[src/rtl/otter_mmio_pkg.sv]
// rtl/otter_mmio_pkg.sv - OTTER IOBUS address map, UART status bit indices and serializer states.
package otter_mmio_pkg;

  localparam logic [31:0] SWITCHES_AD  = 32'h1100_0000;
  localparam logic [31:0] LEDS_AD      = 32'h1100_0020;
  localparam logic [31:0] SSEG_AD      = 32'h1100_0040;
  localparam logic [31:0] UART_DATA_AD = 32'h1100_0060;
  localparam logic [31:0] UART_STAT_AD = 32'h1100_0064;

  localparam int ST_FULL    = 0;
  localparam int ST_EMPTY   = 1;
  localparam int ST_BUSY    = 2;
  localparam int ST_OVF     = 3;
  localparam int ST_PARITY  = 4;
  localparam int ST_CNT_LSB = 8;

  typedef enum logic [2:0] {
    IDLE,
    START,
    DATA,
    PARITY,
    STOP
  } uart_tx_state_t;

endpackage

[src/rtl/iobus_uart_tx_if.sv]
// rtl/iobus_uart_tx_if.sv - IOBUS write port and read-data return seen by the UART transmitter.
interface iobus_uart_tx_if;
  logic [31:0] IOBUS_ADDR;
  logic [31:0] IOBUS_OUT;
  logic        IOBUS_WR;
  logic [31:0] RD_DATA;

  modport master (output IOBUS_ADDR, IOBUS_OUT, IOBUS_WR, input RD_DATA);
  modport slave  (input IOBUS_ADDR, IOBUS_OUT, IOBUS_WR, output RD_DATA);
endinterface

[src/rtl/sync_fifo.sv]
// rtl/sync_fifo.sv - Synchronous FIFO with fall-through read data and occupancy count.
module sync_fifo #(
  parameter int WIDTH = 8,
  parameter int DEPTH = 8
) (
  input  logic                   clk,
  input  logic                   rst,
  input  logic                   push,
  input  logic                   pop,
  input  logic [WIDTH-1:0]       wdata,
  output logic [WIDTH-1:0]       rdata,
  output logic                   full,
  output logic                   empty,
  output logic [$clog2(DEPTH):0] count
);
  localparam int AW = $clog2(DEPTH);
  localparam logic [AW:0] FULL_CNT = (AW+1)'(DEPTH);

  logic [WIDTH-1:0] mem_q [DEPTH];
  logic [AW-1:0]    wr_ptr_q, wr_ptr_d;
  logic [AW-1:0]    rd_ptr_q, rd_ptr_d;
  logic [AW:0]      count_q, count_d;
  logic             do_push, do_pop;

  assign full    = (count_q == FULL_CNT);
  assign empty   = (count_q == '0);
  assign count   = count_q;
  assign rdata   = mem_q[rd_ptr_q];
  assign do_push = push && !full;
  assign do_pop  = pop && !empty;

  // Power-of-two depth lets the pointers wrap by plain overflow.
  always_comb begin
    wr_ptr_d = wr_ptr_q;
    rd_ptr_d = rd_ptr_q;
    count_d  = count_q;
    if (do_push) wr_ptr_d = wr_ptr_q + AW'(1);
    if (do_pop)  rd_ptr_d = rd_ptr_q + AW'(1);
    case ({do_push, do_pop})
      2'b10:   count_d = count_q + (AW+1)'(1);
      2'b01:   count_d = count_q - (AW+1)'(1);
      default: count_d = count_q;
    endcase
  end

  always_ff @(posedge clk) begin
    if (rst) begin
      wr_ptr_q <= '0;
      rd_ptr_q <= '0;
      count_q  <= '0;
    end else begin
      wr_ptr_q <= wr_ptr_d;
      rd_ptr_q <= rd_ptr_d;
      count_q  <= count_d;
    end
  end

  always_ff @(posedge clk) begin
    if (do_push) mem_q[wr_ptr_q] <= wdata;
  end

endmodule

[src/rtl/iobus_uart_tx.sv]
// rtl/iobus_uart_tx.sv - IOBUS-mapped 8N1 UART transmitter with byte FIFO and status register.
// Define UART_TX_PARITY_EN to insert an even parity bit between the data bits and stop.
module iobus_uart_tx
  import otter_mmio_pkg::*;
#(
  parameter int          CLK_HZ     = 50_000_000,
  parameter int          BAUD       = 115_200,
  parameter int          FIFO_DEPTH = 8,
  parameter logic [31:0] DATA_AD    = UART_DATA_AD,
  parameter logic [31:0] STAT_AD    = UART_STAT_AD
) (
  input  logic           CLK,
  input  logic           RST,
  iobus_uart_tx_if.slave bus,
  output logic           TX,
  output logic           TX_BUSY
);
  localparam int DIV  = (CLK_HZ + BAUD / 2) / BAUD;
  localparam int BW   = (DIV > 1) ? $clog2(DIV) : 1;
  localparam int CNTW = $clog2(FIFO_DEPTH) + 1;
  localparam logic [BW-1:0] BAUD_LAST = BW'(DIV - 1);
`ifdef UART_TX_PARITY_EN
  localparam logic PARITY_EN = 1'b1;
`else
  localparam logic PARITY_EN = 1'b0;
`endif

  logic            data_wr, stat_wr;
  logic            fifo_push, fifo_pop, fifo_full, fifo_empty;
  logic [7:0]      fifo_rdata;
  logic [CNTW-1:0] fifo_count;
  logic            baud_done, start_frame;
  logic            unused_wdata_hi;
  logic [31:0]     status;

  uart_tx_state_t  state_q, state_d;
  logic [BW-1:0]   baud_q, baud_d;
  logic [2:0]      bit_q, bit_d;
  logic [7:0]      shift_q, shift_d;
  logic            tx_q, tx_d;
  logic            ovf_q, ovf_d;
`ifdef UART_TX_PARITY_EN
  logic            par_q, par_d;
`endif

  assign data_wr         = bus.IOBUS_WR && (bus.IOBUS_ADDR == DATA_AD);
  assign stat_wr         = bus.IOBUS_WR && (bus.IOBUS_ADDR == STAT_AD);
  assign fifo_push       = data_wr && !fifo_full;
  assign baud_done       = (baud_q == BAUD_LAST);
  assign unused_wdata_hi = ^bus.IOBUS_OUT[31:8];

  sync_fifo #(
    .WIDTH (8),
    .DEPTH (FIFO_DEPTH)
  ) u_fifo (
    .clk   (CLK),
    .rst   (RST),
    .push  (fifo_push),
    .pop   (fifo_pop),
    .wdata (bus.IOBUS_OUT[7:0]),
    .rdata (fifo_rdata),
    .full  (fifo_full),
    .empty (fifo_empty),
    .count (fifo_count)
  );

  // A rejected push outranks a status-write clear.
  always_comb begin
    ovf_d = ovf_q;
    if (stat_wr)              ovf_d = 1'b0;
    if (data_wr && fifo_full) ovf_d = 1'b1;
  end

  always_comb begin
    state_d     = state_q;
    baud_d      = baud_q + BW'(1);
    bit_d       = bit_q;
    shift_d     = shift_q;
    tx_d        = tx_q;
    fifo_pop    = 1'b0;
    start_frame = 1'b0;
`ifdef UART_TX_PARITY_EN
    par_d       = par_q;
`endif
    case (state_q)
      IDLE: begin
        baud_d      = '0;
        tx_d        = 1'b1;
        start_frame = !fifo_empty;
      end
      START: if (baud_done) begin
        baud_d  = '0;
        state_d = DATA;
        tx_d    = shift_q[0];
      end
      DATA: if (baud_done) begin
        baud_d  = '0;
        shift_d = {1'b0, shift_q[7:1]};
        if (bit_q == 3'd7) begin
`ifdef UART_TX_PARITY_EN
          state_d = PARITY;
          tx_d    = par_q;
`else
          state_d = STOP;
          tx_d    = 1'b1;
`endif
        end else begin
          bit_d = bit_q + 3'd1;
          tx_d  = shift_q[1];
        end
      end
`ifdef UART_TX_PARITY_EN
      PARITY: if (baud_done) begin
        baud_d  = '0;
        state_d = STOP;
        tx_d    = 1'b1;
      end
`endif
      STOP: if (baud_done) begin
        baud_d      = '0;
        state_d     = IDLE;
        tx_d        = 1'b1;
        start_frame = !fifo_empty;
      end
      default: begin
        baud_d  = '0;
        state_d = IDLE;
        tx_d    = 1'b1;
      end
    endcase
    // Loading from STOP as well as IDLE is what makes back-to-back frames gapless.
    if (start_frame) begin
      fifo_pop = 1'b1;
      shift_d  = fifo_rdata;
      bit_d    = '0;
      baud_d   = '0;
      state_d  = START;
      tx_d     = 1'b0;
`ifdef UART_TX_PARITY_EN
      par_d    = ^fifo_rdata;
`endif
    end
  end

  always_ff @(posedge CLK) begin
    if (RST) begin
      state_q <= IDLE;
      baud_q  <= '0;
      bit_q   <= '0;
      shift_q <= '0;
      tx_q    <= 1'b1;
      ovf_q   <= 1'b0;
`ifdef UART_TX_PARITY_EN
      par_q   <= 1'b0;
`endif
    end else begin
      state_q <= state_d;
      baud_q  <= baud_d;
      bit_q   <= bit_d;
      shift_q <= shift_d;
      tx_q    <= tx_d;
      ovf_q   <= ovf_d;
`ifdef UART_TX_PARITY_EN
      par_q   <= par_d;
`endif
    end
  end

  assign TX      = tx_q;
  assign TX_BUSY = (state_q != IDLE) || !fifo_empty;

  always_comb begin
    status                     = '0;
    status[ST_FULL]            = fifo_full;
    status[ST_EMPTY]           = fifo_empty;
    status[ST_BUSY]            = TX_BUSY;
    status[ST_OVF]             = ovf_q;
    status[ST_PARITY]          = PARITY_EN;
    status[ST_CNT_LSB +: 4]    = 4'(fifo_count);
  end

  assign bus.RD_DATA = (bus.IOBUS_ADDR == STAT_AD) ? status : 32'b0;

endmodule

[src/flat_wrapper.sv]
// flat-port wrapper written by rule: the top's interface ports become plain ports
module iobus_uart_tx_flat import otter_mmio_pkg::*;
#(
  parameter int          CLK_HZ     = 50_000_000,
  parameter int          BAUD       = 115_200,
  parameter int          FIFO_DEPTH = 8,
  parameter logic [31:0] DATA_AD    = UART_DATA_AD,
  parameter logic [31:0] STAT_AD    = UART_STAT_AD
)
  (CLK, RST, TX, TX_BUSY, bus_IOBUS_ADDR, bus_IOBUS_OUT, bus_IOBUS_WR, bus_RD_DATA);
  iobus_uart_tx_if bus_i ();
  input  logic CLK;
  input  logic RST;
  output logic TX;
  output logic TX_BUSY;
  input wire logic [$bits(bus_i.IOBUS_ADDR)-1:0] bus_IOBUS_ADDR;
  input wire logic [$bits(bus_i.IOBUS_OUT)-1:0] bus_IOBUS_OUT;
  input wire logic [$bits(bus_i.IOBUS_WR)-1:0] bus_IOBUS_WR;
  output wire logic [$bits(bus_i.RD_DATA)-1:0] bus_RD_DATA;
  assign bus_i.IOBUS_ADDR = bus_IOBUS_ADDR;
  assign bus_i.IOBUS_OUT = bus_IOBUS_OUT;
  assign bus_i.IOBUS_WR = bus_IOBUS_WR;
  assign bus_RD_DATA = bus_i.RD_DATA;
  iobus_uart_tx #(.CLK_HZ(CLK_HZ), .BAUD(BAUD), .FIFO_DEPTH(FIFO_DEPTH), .DATA_AD(DATA_AD), .STAT_AD(STAT_AD)) u_core (.CLK(CLK), .RST(RST), .bus(bus_i), .TX(TX), .TX_BUSY(TX_BUSY));
endmodule
[config.mk]
export PLATFORM = sky130hd
export DESIGN_NAME = iobus_uart_tx_flat
export DESIGN_NICKNAME = d
export VERILOG_FILES = /design/src/rtl/otter_mmio_pkg.sv /design/src/rtl/iobus_uart_tx_if.sv /design/src/rtl/sync_fifo.sv /design/src/rtl/iobus_uart_tx.sv /design/src/flat_wrapper.sv
export SDC_FILE = /design/constraint.sdc
export NUM_CORES = 1
export LEC_CHECK = 0
export BUFFER_PORTS_ARGS = -buffer_cell sky130_fd_sc_hd__buf_4
export CAP_MARGIN = 30
export CORE_MARGIN = 5
export CORE_UTILIZATION = 30
export CTS_CLUSTER_DIAMETER = 60
export DETAILED_ROUTE_END_ITERATION = 16
export GPL_ROUTABILITY_DRIVEN = 0
export HOLD_SLACK_MARGIN = 0.08
export SETUP_SLACK_MARGIN = 0.4
export SYNTH_ARGS = -nofsm -noshare
export SYNTH_HDL_FRONTEND = slang
export SYNTH_SLANG_ARGS = --single-unit
[constraint.sdc]
create_clock -name CLK -period 3.02 [get_ports CLK]
set_input_delay 0.151 -clock CLK [delete_from_list [all_inputs] [get_ports CLK]]
set_output_delay 0.151 -clock CLK [all_outputs]
set_load 0.005 [all_outputs]
# Word level (Yosys, flattened, before mapping)

Memory sizes are Yosys's and may differ from the RTL's. A register that Yosys moved wholly into a read port is not among the register bits.
Cells that the tools add are included.

Bits in registers: 35
Memories: 1
RAM bits: 64
Input port bits: 67
Logic and storage cells: 89

Memory list:

| memory              | depth | width | read ports | clocked after memory_dff | wr ports | RTL line        | text |
|---|---|---|---|---|---|---|---|
| u_core.u_fifo.mem_q | 8     | 8     | 1          | 1                        | 1        | sync_fifo.sv:19 | `logic [WIDTH-1:0] mem_q [DEPTH];` |

Equality and inequality tests: 19
Bitwise logic cells: 3
Multiplexer cells: 26
Reductions and logical operators: 24
$add $sub $neg: 6

Operator list:

| cell                                                                     | count |
|---|---|
| 32-bit by 29-bit equality test with 1-bit output (second input constant) | 2 |
| 8-bit 2-to-1 mux                                                         | 3 |
| 3-bit 2-to-1 mux                                                         | 6 |
| 1-bit 2-to-1 mux                                                         | 12 |
| 12-bit 2-to-1 mux                                                        | 1 |
| 3-bit by 1-bit inequality test with 1-bit output (second input constant) | 4 |
| 3-bit case mux with 4 select lines                                       | 1 |
| 2-bit by 1-bit inequality test with 1-bit output (second input constant) | 5 |
| 5-bit AND reduction                                                      | 2 |
| 3-bit by 1-bit adder with 3-bit output (second input constant)           | 3 |
| 9-bit by 1-bit adder with 9-bit output (second input constant)           | 1 |
| 9-bit equality test (second input constant)                              | 1 |
| 4-bit case mux with 2 select lines                                       | 1 |
| 2-bit nonzero test                                                       | 4 |
| 3-bit equality test (second input constant)                              | 2 |
| 1-bit logical AND                                                        | 6 |
| 3-bit AND reduction                                                      | 2 |
| 4-bit by 1-bit adder with 4-bit output (second input constant)           | 1 |
| 4-bit equality test (second input constant)                              | 1 |
| 4-bit logical NOT                                                        | 1 |
| 4-bit OR reduction                                                       | 1 |
| 4-bit by 1-bit subtractor with 4-bit output (second input constant)      | 1 |
| 3-bit by 1-bit equality test with 1-bit output (second input constant)   | 1 |
| 3-bit by 2-bit equality test with 1-bit output (second input constant)   | 1 |
| other kinds (12)                                                         | 15 |

# Logic depth before layout (Yosys ltp)

Word-level depth: 8
Gate-level depth with buffers: 13
Mapped depth without buffers: 12

# Hierarchy

Synthesis repeated with hierarchy kept, for this count alone.

Cells, all modules: 350
Area total of the unflattened synthesis: 4762.1 um^2

By module, submodules not included:

| module        | area an instance (um^2) | cells each | seq. area each (um^2) | instances |
|---|---|---|---|---|
| sync_fifo     | 3150.5                  | 167        | 2182.1                | 1 |
| iobus_uart_tx | 1611.5                  | 183        | 500.5                 | 1 |

# Least setup slack after synthesis

Ideal clock, no wire load.

Path type: register -> register
From: register u_core.baud_q[1]
To: register u_core.u_fifo.count_q[2], in the netlist u_core.u_fifo.count[2]
Arrival: 2.596 ns
Setup time: 0.070 ns
Stages on the path, launching flop included: 14
Clock period less this slack: 2.667 ns
Required time: 2.950 ns
Path slack: 0.353 ns
Buffers on the path: 1
Path through: dfxtp_1 inv_1 ha_1 and4_1 a21oi_1 clkbuf_1 nor2_1 ha_1 xor2_1 ha_1 a21oi_1 xor2_1 or3_1 a21oi_1

Longest elaborated chain between the ends: 7

RTL lines:

| element                                                                               | RTL line             | text |
|---|---|---|
| from (decl)                                                                           | iobus_uart_tx.sv:37  | `logic [BW-1:0] baud_q, baud_d;` |
| from (signal assigned)                                                                | iobus_uart_tx.sv:158 | `baud_q <= baud_d;` |
| 9-bit equality test *                                                                 | iobus_uart_tx.sv:49  | `assign baud_done = (baud_q == BAUD_LAST);` |
| 1-bit 2-to-1 mux *                                                                    | iobus_uart_tx.sv:119 | `STOP: if (baud_done) begin` |
| 1-bit case mux with 2 select lines *                                                  | iobus_uart_tx.sv:85  | `case (state_q)` |
| 1-bit 2-to-1 mux *                                                                    | iobus_uart_tx.sv:132 | `if (start_frame) begin` |
| 1-bit logical AND *                                                                   | sync_fifo.sv:30      | `assign do_pop = pop && !empty;` |
| net u_core.u_fifo.do_pop                                                              | sync_fifo.sv:23      | `logic do_push, do_pop;` |
| 2-bit by 1-bit equality test with 1-bit output or 2-bit equality test (tied branches) | sync_fifo.sv:39      | `case ({do_push, do_pop})` |
| 4-bit case mux with 2 select lines or 2-bit nonzero test (tied branches)              | -                    |  |
| to (signal assigned)                                                                  | sync_fifo.sv:54      | `count_q <= count_d;` |
| to (decl)                                                                             | sync_fifo.sv:22      | `logic [AW:0] count_q, count_d;` |

The timed path passes the listed nets; every way through them passes the cells marked *.
A chain may end at the register's enable or synchronous reset.

# Worst setup path after layout

From: register u_core.u_fifo.count_q[2], in the netlist u_core.u_fifo.count[2]
To: register u_core.u_fifo.count_q[3], in the netlist u_core.u_fifo.count[3]

Longest elaborated chain between the ends: 8

RTL lines:

| element                                                                               | RTL line                                                   | text |
|---|---|---|
| 4-bit logical NOT                                                                     | sync_fifo.sv:26                                            | `assign empty = (count_q == '0);` |
| 1-bit logical NOT                                                                     | sync_fifo.sv:30, iobus_uart_tx.sv:89, iobus_uart_tx.sv:123 |  |
| 1-bit 2-to-1 mux                                                                      | iobus_uart_tx.sv:119                                       |  |
| 1-bit case mux with 2 select lines                                                    | iobus_uart_tx.sv:85                                        |  |
| 1-bit 2-to-1 mux                                                                      | iobus_uart_tx.sv:132                                       |  |
| 1-bit logical AND                                                                     | sync_fifo.sv:30                                            |  |
| 2-bit by 1-bit equality test with 1-bit output or 2-bit equality test (tied branches) | sync_fifo.sv:39                                            |  |
| 4-bit case mux with 2 select lines or 2-bit nonzero test (tied branches)              | -                                                          |  |

Several ways; a longest one is shown, not always the timed one.

==> metrics <==
P_int=2.09 mW; R2R setup slack=0.57 ns; share of power burned in registers=55.7%; vias in the first global route=2,824; Final #Nets=493; Reg area=2680 um2; TritonRoute pass-1 iters=4; final setup fails=0; # DRC=0; Lkg Pwr=1.93 nW; Longest Clk Path Bufs=2; Area Overhead vs Synth=21.3%; top_reg_cell synth=edfxtp_1; power density cells=471 nW/um2; Max Cap Viol=0; Max Freq=409 MHz; switching share of power=21.0%; Post-synth EDFFs=64; classification of the worst setup path=flip-flop to flip-flop; Cell variety after synth=51; switching power=0.555 mW; Via-to-Cell Ratio=4.72; number of fill cells=1,471; Rows=45; crit share post-route=81.0%; pins over their slew limit=0; Slowest-stage cell, CP=or4b_4; TritonCTS clock tree=built; largest net degree at the start of global routing=23; die width=134 um; clk_skew=0.0153 ns; total gr overflow=0; Peak VDD IR=326 uV; Largest stage delay, worst path=0.57 ns; Port Buf Inserts=52; largest area contributor in the netlist=edfxtp_1; Hold Crit Start=RST; Final min period=2.45 ns; Reg2Reg Launch Point=u_core.u_fifo.count[2]; hold crit path type=input pin to flip-flop; unrepaired setup endpoints after global routing=no; DR vias=2,878; Area contributors post-synth=edfxtp_1, dfxtp_1, mux4_2; FF+latch count, synth=102; area of the multi-input gates=1780 um2; Die ar.=18,000 um2; htree depth=3; Syn Area/Cell=13.4 um2; delay-heaviest family, CP=simple AND/OR/NAND/NOR gates; asr flop ratio synth=0%; hold path endpoint=u_core.u_fifo.count[2]; drt first-iter violations=110; slew of the pin with the lowest slew margin=0.832 ns; Post-Route WL=8640 um; Clock Latency Late Sink=0.35 ns; Initial Utilization=30.5%; combinational group share of total power=3.1%; CP Capture Type=flip-flop; Worst Setup Start Kind=flip-flop; cell chain of the critical path=or4b_4 > nand3_1 > nor3_4 > inv_2 > ha_1 > nand2b_1 > a211o_1 > a21oi_1 > mux2_2; Final Power=2.65 mW; share of layout cells above drive strength 1=28.0%; DRT antenna net count=0; clk slew on worst S/H paths=0.07 ns; post-layout util=37.0%; TritonCTS Buffers=9; status=finished clean; max_slew headroom=44.5%; top cell type's share of synthesized area=41.4%; final hold vios=0; Worst EP required=3.25 ns; R2R cell count=9; FF-to-FF End=u_core.u_fifo.count[3]; total track usage=9.90%; initial antenna violation count=0; Arr. time, crit path=2.68 ns; CP bufs+invs=1; Root Driver=clkbuf_16; Setup TNS=0 ns; first-pass GRT wire length=14,000 um; wire length per cell=14.2 um; cells after synthesis=345; Yosys warnings=0; proportion of power drawn by the clock network=41.1%; crit path max fanout=8; die height=134 um; cell count of the worst hold path=2; post-synthesis sequential area ratio=57.9%; antenna fix cells=0; Post-Syn Area=4640 um2; Critical Path Stages=9; CTS sink cnt=102; core area=15,200 um2; I/O Pins=101; Post-DP HPWL=6020 um
cells in the mapped netlist, types with 3 or more instances:
cell / instances
edfxtp_1: 64
dfxtp_1: 38
buf_4: 24
nor2_1: 24
mux2i_1: 19
mux4_2: 16
a21oi_1: 11
inv_1: 10
nor4_1: 10
ha_1: 9
clkbuf_1: 8
and2_1: 7
nor3_1: 7
xnor2_1: 7
nand4_1: 6
nor4b_1: 6
buf_2: 5
nand2_1: 5
nand2b_1: 5
o22ai_2: 5
or3_1: 5
xor2_1: 5
mux2_2: 4
nand3_1: 4
o21ai_0: 4
a31oi_1: 3
nor2b_1: 3
o22ai_1: 3
layout by cell type (no fill, tap or decap), types with 8 or more instances in the layout:
cell	Yosys	routed
a21oi_1	11	10
buf_4	24	68
clkbuf_16	0	9
conb_1	1	24
dfxtp_1	38	37
dlygate4sd3_1	0	9
edfxtp_1	64	64
ha_1	9	8
inv_1	10	10
mux2i_1	19	19
mux4_2	16	16
nor2_1	24	24
nor4_1	10	10
routing by layer:
layer | up-vias | global-route usage (%) | share of wire, %
met5 | - | 0 | 0
met4 | 0 | 3.22 | 1.2
met3 | 8 | 2.59 | 3.3
met2 | 51 | 17.7 | 52
met1 | 1416 | 11.6 | 44
li1 | 1403 | - | -
flip-flops by register name, summed over array words and instances, names as in the netlist, named ones only:
signal and count:
u_core.TX 1, u_core.baud_q 9, u_core.bit_q 3, u_core.ovf_q 1
u_core.shift_q 8, u_core.state_q 3, u_core.u_fifo.count 4, u_core.u_fifo.mem_q 64
u_core.u_fifo.rd_ptr_q 3, u_core.u_fifo.wr_ptr_q 3
worst max path at each step:
stage	from	endpoint	slack (ns)
6_report	u_core.u_fifo.count[2]	u_core.u_fifo.count[3]	0.57
3_3_place_gp	u_core.u_fifo.count[1]	u_core.u_fifo.count[2]	0.39
4_1_cts	u_core.u_fifo.count[1]	u_core.u_fifo.count[2]	0.49
3_5_place_dp	u_core.u_fifo.count[1]	u_core.u_fifo.count[2]	0.31
5_1_grt	u_core.u_fifo.count[0]	u_core.u_fifo.count[2]	0.39
2_1_floorplan	u_core.baud_q[1]	u_core.u_fifo.count[2]	0.43
power groups by stage:
stage               Sequential [mW]  Combinational, mW  Clock (mW)
floorplan                      1.51             0.0411           0
global placement               1.51             0.0703           0
detailed placement             1.51             0.0735           0
CTS                            1.48             0.0829        1.13
global route                   1.48             0.0927        1.18
finish                         1.48             0.0832        1.09
logic make-up after synthesis:
group / after synthesis / synth area share [%]
other: 1 / 0.0809
buffers and inverters: 50 / 6.13
adders and majority gates: 9 / 2.43
and+or+nand+nor: 99 / 13.4
DFF: 102 / 57.9
xor gates and xnor gates: 12 / 2.27
AOI/OAI and AO/OA: 33 / 5.05
muxes: 39 / 12.8
per-stage QoR:
| step | std cells | instance area, um2 | setup slack, ns | hold slack, ns |
|---|---|---|---|---|
| 2_1_floorplan | 368 | 4720 | 0.430 | 0.250 |
| 3_3_place_gp | 584 | 5220 | 0.386 | 0.358 |
| 3_5_place_dp | 584 | 5220 | 0.311 | 0.363 |
| 4_1_cts | 610 | 5600 | 0.490 | 0.135 |
| 5_1_grt | 610 | 5620 | 0.390 | 0.169 |
| 6_report | 610 | 5620 | 0.573 | 0.143 |
cell type report:
type                    count  share of cell area (%)
clock buffers               9                    4.00
well taps                 188                    4.18
clock inverters             7                   0.979
repair buffers             77                    10.7
flip-flops and latches    102                    47.7
multi-input cells         216                    31.7
inverters                  11                   0.734
worst register-to-register path, delay by kind of cell (launching register included):
family | cells | cell delay (ns)
fa+ha+maj | 1 | 0.23
buf+inv | 1 | 0.11
simple gates | 4 | 0.86
compound gates | 2 | 0.42
mux | 1 | 0.35
flops | 1 | 0.37
what timing repair did:
item	4_1_cts	5_1_grt
endpoints found under the setup margin	2	2
endpoints found under the hold margin	65	0
resized for setup	2	4
cloned	0	0
buffers inserted	1	0
hold buffers	9	0
(Power assumes the default switching activity.)
